$ cat src/rtl/rs_pkg.sv
// Package rs_pkg: reservation-station sizing constants, shared vector/index types and small
// helpers. Imported by the RS dispatch marker, RS storage and the issue controller.
package rs_pkg;

  localparam int unsigned RS_DEPTH = 8;  // number of RS entries (power of two)
  localparam int unsigned RS_IDX_W = 3;  // log2(RS_DEPTH)

  typedef logic [RS_DEPTH-1:0] rs_vec_t;
  typedef logic [RS_IDX_W-1:0] rs_idx_t;

  function automatic rs_vec_t rs_onehot(input rs_idx_t idx);
    rs_vec_t v;
    v      = '0;
    v[idx] = 1'b1;
    return v;
  endfunction

  // Number of set bits, wide enough to hold RS_DEPTH itself.
  function automatic logic [RS_IDX_W:0] rs_popcount(input rs_vec_t v);
    logic [RS_IDX_W:0] cnt;
    cnt = '0;
    for (int unsigned i = 0; i < RS_DEPTH; i++) begin
      cnt = cnt + {{RS_IDX_W{1'b0}}, v[i]};
    end
    return cnt;
  endfunction

endpackage

$ cat src/rtl/rs_rr_picker.sv
// rs_rr_picker: combinational round-robin find-first over the RS candidate vector.
// Ports:
//   cand    in   RS_DEPTH  candidate slots
//   rr_ptr  in   RS_IDX_W  slot with highest priority; search wraps past RS_DEPTH-1 to 0
//   any     out  1         at least one candidate present
//   idx     out  RS_IDX_W  first candidate at or after rr_ptr (rr_ptr when none)
module rs_rr_picker
  import rs_pkg::*;
(
  input  logic [RS_DEPTH-1:0] cand,
  input  logic [RS_IDX_W-1:0] rr_ptr,
  output logic                any,
  output logic [RS_IDX_W-1:0] idx
);

  rs_idx_t slot;

  always_comb begin
    any  = 1'b0;
    idx  = rr_ptr;
    slot = '0;
    for (int unsigned i = 0; i < RS_DEPTH; i++) begin
      // Index arithmetic wraps naturally because RS_DEPTH is a power of two.
      slot = rr_ptr + rs_idx_t'(i);
      if (!any && cand[slot]) begin
        any = 1'b1;
        idx = slot;
      end
    end
  end

endmodule

$ cat src/rtl/rs_issue_ctrl.sv
// rs_issue_ctrl: owns the RS busy vector, sets bits on dispatch, picks one ready busy entry per
// cycle round-robin, presents it to the FU over a valid/ready handshake and frees the slot when
// the FU accepts it.
// Ports:
//   clk, rst_n      clock, asynchronous active-low reset
//   alloc_vld/idx   dispatch fills slot alloc_idx
//   entry_rdy       per-slot operands-ready flags from RS storage
//   flush           synchronous drop of all entries (beats alloc and fire)
//   issue_vld/idx   registered issue request; issue_rdy is the FU accept
//   rs_busy         registered busy vector; rs_full / rs_free_cnt derived from it
//   alloc_err       registered pulse: alloc to an occupied slot that is not being freed
// Build option: define RS_PERF_CNT_EN to add perf_stall_cnt[15:0], a saturating count of
// cycles with issue_vld & !issue_rdy, cleared only by reset.
module rs_issue_ctrl
  import rs_pkg::*;
(
  input  logic                clk,
  input  logic                rst_n,
  input  logic                alloc_vld,
  input  logic [RS_IDX_W-1:0] alloc_idx,
  input  logic [RS_DEPTH-1:0] entry_rdy,
  input  logic                flush,
  output logic                issue_vld,
  output logic [RS_IDX_W-1:0] issue_idx,
  input  logic                issue_rdy,
  output logic [RS_DEPTH-1:0] rs_busy,
  output logic                rs_full,
  output logic [RS_IDX_W:0]   rs_free_cnt,
  output logic                alloc_err
`ifdef RS_PERF_CNT_EN
  ,
  output logic [15:0]         perf_stall_cnt
`endif
);

  rs_vec_t busy_q, busy_d, cand;
  rs_idx_t idx_q, idx_d, ptr_q, ptr_d, pick_idx;
  logic    vld_q, vld_d, err_q, err_d, fire, load, pick_any;

  rs_rr_picker u_picker (
    .cand   (cand),
    .rr_ptr (ptr_q),
    .any    (pick_any),
    .idx    (pick_idx)
  );

  always_comb begin
    fire = vld_q & issue_rdy;
    // The slot already on the output is never picked again while it is pending.
    cand = busy_q & entry_rdy & ~(vld_q ? rs_onehot(idx_q) : '0);
    load = ~vld_q | fire;

    busy_d = busy_q;
    if (fire)      busy_d[idx_q]     = 1'b0;
    if (alloc_vld) busy_d[alloc_idx] = 1'b1;  // set wins over a same-cycle free

    err_d = alloc_vld & busy_q[alloc_idx] & ~(fire & (idx_q == alloc_idx));
    vld_d = load ? pick_any : vld_q;
    idx_d = (load & pick_any) ? pick_idx : idx_q;
    ptr_d = fire ? idx_q + 1'b1 : ptr_q;

    if (flush) begin
      busy_d = '0;
      vld_d  = 1'b0;
      ptr_d  = '0;
      err_d  = 1'b0;
    end
  end

  always_ff @(posedge clk or negedge rst_n) begin
    if (!rst_n) begin
      busy_q <= '0;
      vld_q  <= 1'b0;
      idx_q  <= '0;
      ptr_q  <= '0;
      err_q  <= 1'b0;
    end else begin
      busy_q <= busy_d;
      vld_q  <= vld_d;
      idx_q  <= idx_d;
      ptr_q  <= ptr_d;
      err_q  <= err_d;
    end
  end

  assign issue_vld   = vld_q;
  assign issue_idx   = idx_q;
  assign rs_busy     = busy_q;
  assign rs_full     = &busy_q;
  assign rs_free_cnt = rs_popcount(~busy_q);
  assign alloc_err   = err_q;

`ifdef RS_PERF_CNT_EN
  logic [15:0] stall_q;

  always_ff @(posedge clk or negedge rst_n) begin
    if (!rst_n) begin
      stall_q <= '0;
    end else if (vld_q && !issue_rdy && stall_q != 16'hFFFF) begin
      stall_q <= stall_q + 16'd1;
    end
  end

  assign perf_stall_cnt = stall_q;
`endif

endmodule

$ cat config.mk
export PLATFORM = sky130hd
export DESIGN_NAME = rs_issue_ctrl
export DESIGN_NICKNAME = d
export VERILOG_FILES = /design/src/rtl/rs_pkg.sv /design/src/rtl/rs_rr_picker.sv /design/src/rtl/rs_issue_ctrl.sv
export SDC_FILE = /design/constraint.sdc
export NUM_CORES = 1
export LEC_CHECK = 0
export CORE_UTILIZATION = 55
export CTS_CLUSTER_DIAMETER = 100
export DETAILED_ROUTE_END_ITERATION = 16
export HOLD_SLACK_MARGIN = 0.02
export MAX_ROUTING_LAYER = met4
export PLACE_DENSITY = 0.87
export SKIP_CTS_REPAIR_TIMING = 1
export SYNTH_ARGS = -nofsm -noshare
export SYNTH_HDL_FRONTEND = slang
export SYNTH_SLANG_ARGS = --single-unit
export TNS_END_PERCENT = 5
$ cat constraint.sdc
create_clock -name clk -period 3.7 [get_ports clk]
set_input_delay 0.37 -clock clk [delete_from_list [all_inputs] [get_ports clk]]
set_output_delay 0.37 -clock clk [all_outputs]
set_load 0.02 [all_outputs]
==> impl_metrics.yaml <==
yosys:
  synth.distinct_cells: 59
  yosys-mux-area-fraction_pct: 23.9
  synth_cells: 235
  synth-edff-count: 0
  yosys_warnings: 0
  ys_ff_latch: 16
  ys.flop_type: "dfrtp_1"
  syn_area_um2: 2210
  synth-seq-area-share_pct: 18.1
  synth_xor_area_share_pct: 3.51
  synthArstFlopShare_pct: 100
  synth_nets: 262
  synth_top_family_by_area: "multiplexers"
  synth.avg_cell_area_um2: 9.40
  synth_compound_area_share_pct: 19.5
  synthAdderAreaFrac_pct: 7.59
  yosys.area_share.simple_pct: 20.3
drt:
  drt_iter0_markers: 235
  m1WireLength_um: 2530
  ant_nets: 0
  wl_met3_um: 421
  topRoutingLayerUsed: "met4"
  drt_first_pass_iters: 4
  wl_per_cell_um: 18.7
  vias: 2123
  wl_met2_um: 2920
  avgViaCountPerCell: 6.66
  drt_wl_total_um: 5980
  drc: 0
grt:
  antenna_found_initial: 0
  grt_pass1_vias: 2017
  grt_max_degree: 17
  grt_pass1_wl_um: 10100
  grt_usage_pct: 31.4
  grt_remaining_overflow: 0
critical_path:
  crit_family: "adder cells"
  required_ns: 3.33
  crit_top_cell: "fa_1"
  crit_type: "reg2out"
  rrSetupSlack_ns: 0.34
  critPathCaptureType: "output pin"
  crit_fanout: 2
  crit_path_start_kind: "flop"
  cp_cell_sequence: "inv_1 -> fa_1 -> fa_1 -> fa_1 -> ha_1 -> a21oi_1 -> nor2b_1 -> clkdlybuf4s50_1"
  worst-endpoint-arrival_ns: 3.11
  path_buf_inv: 2
  max_stage_delay_ns: 0.61
  crit_slowest_cell: "clkdlybuf4s50_1"
timing:
  tightest_slew_ns: 0.699
  slew_headroom_pct: 52.2
  max_freq_mhz: 287
  rsz0062_at_grt: "no"
  final-hold-violation-count: 0
  setup_violations: 0
  post-route-period-util_pct: 94.1
  min_period_ns: 3.48
  finalMaxSlewViolations: 0
  clock_skew_ns: 0.00555
  fin_setup_tns_ns: 0
final_layout:
  layout-drive-gt1-share_pct: 17.7
  fin_area_um2: 2670
  final_common_cell: "clkdlybuf4s50_1"
  final_cell_mix: "31 x clkdlybuf4s50_1, 19 x nand2_1, 16 x dfrtp_1"
  num-nets-final: 299
  fin_util_pct: 71.3
  syn_to_final_growth_pct: 20.8
  antenna_cells: 0
die:
  die-area_um2: 4270
  num_io_pins: 34
  rows: 22
  initial_core_util_pct: 59.0
  die_w_um: 65.4
  die_h_um: 65.4
  coreArea_um2: 3740
job:
  drv_cap: 0
power_and_ir_drop:
  cellLeakagePower_nw: 0.989
  pwr_density_cell_nw_per_um2: 379
  p_total_w: 0.00101
  ir_worst_vdd_mv: 0.284
placed_design:
  dp_hpwl_um: 4600
  dpl_cell_area_um2: 2610
  gp_congestion: 0.942
  io_buffers: 33
clock_tree:
  htree_levels: 1
  clk_pin_slew_ns: 0.07
  clk_path_buf_depth: 2
  clock_sinks: 16
  cts_tree: "done"
  root_buffer: "clkbuf_8"
  cts_buffers: 3
  insertion_delay_ns: 0.25
worst_hold_path:
  min_path_type: "in2async"
status:
  status: "finished clean"
layout make-up:
type | count | area, um^2
inverter | 16 | 60.1
clock buffer | 4 | 55.1
multi-input combinational | 188 | 1650
timing repair buffer | 47 | 440
tap | 48 | 60.1
sequential | 16 | 400
fill | 308 | 1070
state kept, by name, indices dropped and copies added, names as in the netlist:
register,count
issue_vld,1
ptr_q,3
alloc_err,1
issue_idx,3
rs_busy,8
metrics by stage:
stage | hold WS (ns) | setup WS, ns | cells
3_5_place_dp | 0.637 | 0.130 | 315
6_report | 0.536 | 0.217 | 319
2_1_floorplan | 0.0744 | 0.310 | 235
3_3_place_gp | 0.650 | 0.182 | 315
5_1_grt | 0.608 | 0.0832 | 319
4_1_cts | 0.573 | -0.143 | 319
worst reg2reg max path: stages (launching register included):
cell and delay [ns]:
dfrtp_1 0.59, buf_4 0.23, and4bb_1 0.23, nor2_1 0.19, mux2i_1 0.20, mux4_1 0.62
a32o_2 0.35, a31oi_2 0.21, mux2_4 0.33, a2111oi_4 0.31
cells by family (layout without fill, tap and decap cells):
logic type,after synthesis,count (layout)
flops,16,16
compound gates,56,56
fa+ha+maj,11,11
xor+xnor,8,8
simple gates,78,78
buf+inv,31,67
mux,35,35
power by group:
part / internal (W) / switching, W
clock network: 0.0000945 / 0.0000629
logic: 0.000269 / 0.000308
registers: 0.000199 / 0.0000786
per-layer routing:
metal,global-route usage [%],up-vias
met4,9.24,0
met2,48.1,110
met5,-,-
li1,-,968
met3,3.30,20
met1,44.0,1025
synthesized netlist by cell type (3+ instances only):
library cell / n / share of area [%]
ha_1: 7 / 4.0
a21oi_1: 14 / 3.2
mux4_2: 10 / 10
nor4_1: 3 / 0.85
nor2_1: 13 / 2.2
fa_1: 4 / 3.6
a31oi_1: 6 / 1.7
buf_6: 4 / 2.0
nor3_1: 3 / 0.68
o21ai_0: 8 / 1.8
buf_2: 4 / 0.91
o22a_1: 3 / 1.2
dfrtp_1: 16 / 18
mux2_2: 6 / 3.1
mux2i_1: 13 / 5.9
nor2b_1: 6 / 1.7
o221ai_1: 3 / 1.2
nand3_1: 13 / 2.9
a211oi_1: 3 / 1.0
xor2_1: 5 / 2.0
nand2b_1: 4 / 1.1
inv_1: 13 / 2.2
clkbuf_1: 6 / 1.0
o31ai_1: 3 / 1.0
nand4_1: 5 / 1.4
nand2_1: 19 / 3.2
and2_1: 3 / 0.85
path summary, 6_finish.rpt:
| path | startpoint | to | cells past startpoint |
|---|---|---|---|
| setup / recovery | rs_busy[0] | rs_free_cnt[3] | 8 |
| hold / removal | rst_n | rs_busy[4] | 1 |
| setup reg to reg | issue_idx[2] | issue_idx[0] | 9 |
| hold reg to reg | rs_busy[5] | rs_busy[5] | 2 |
| max in group asynchronous | rst_n | issue_idx[2] | 1 |
| min in group clk | rs_busy[5] | rs_busy[5] | 2 |
No activity file was read; power rests on OpenSTA's default activity.
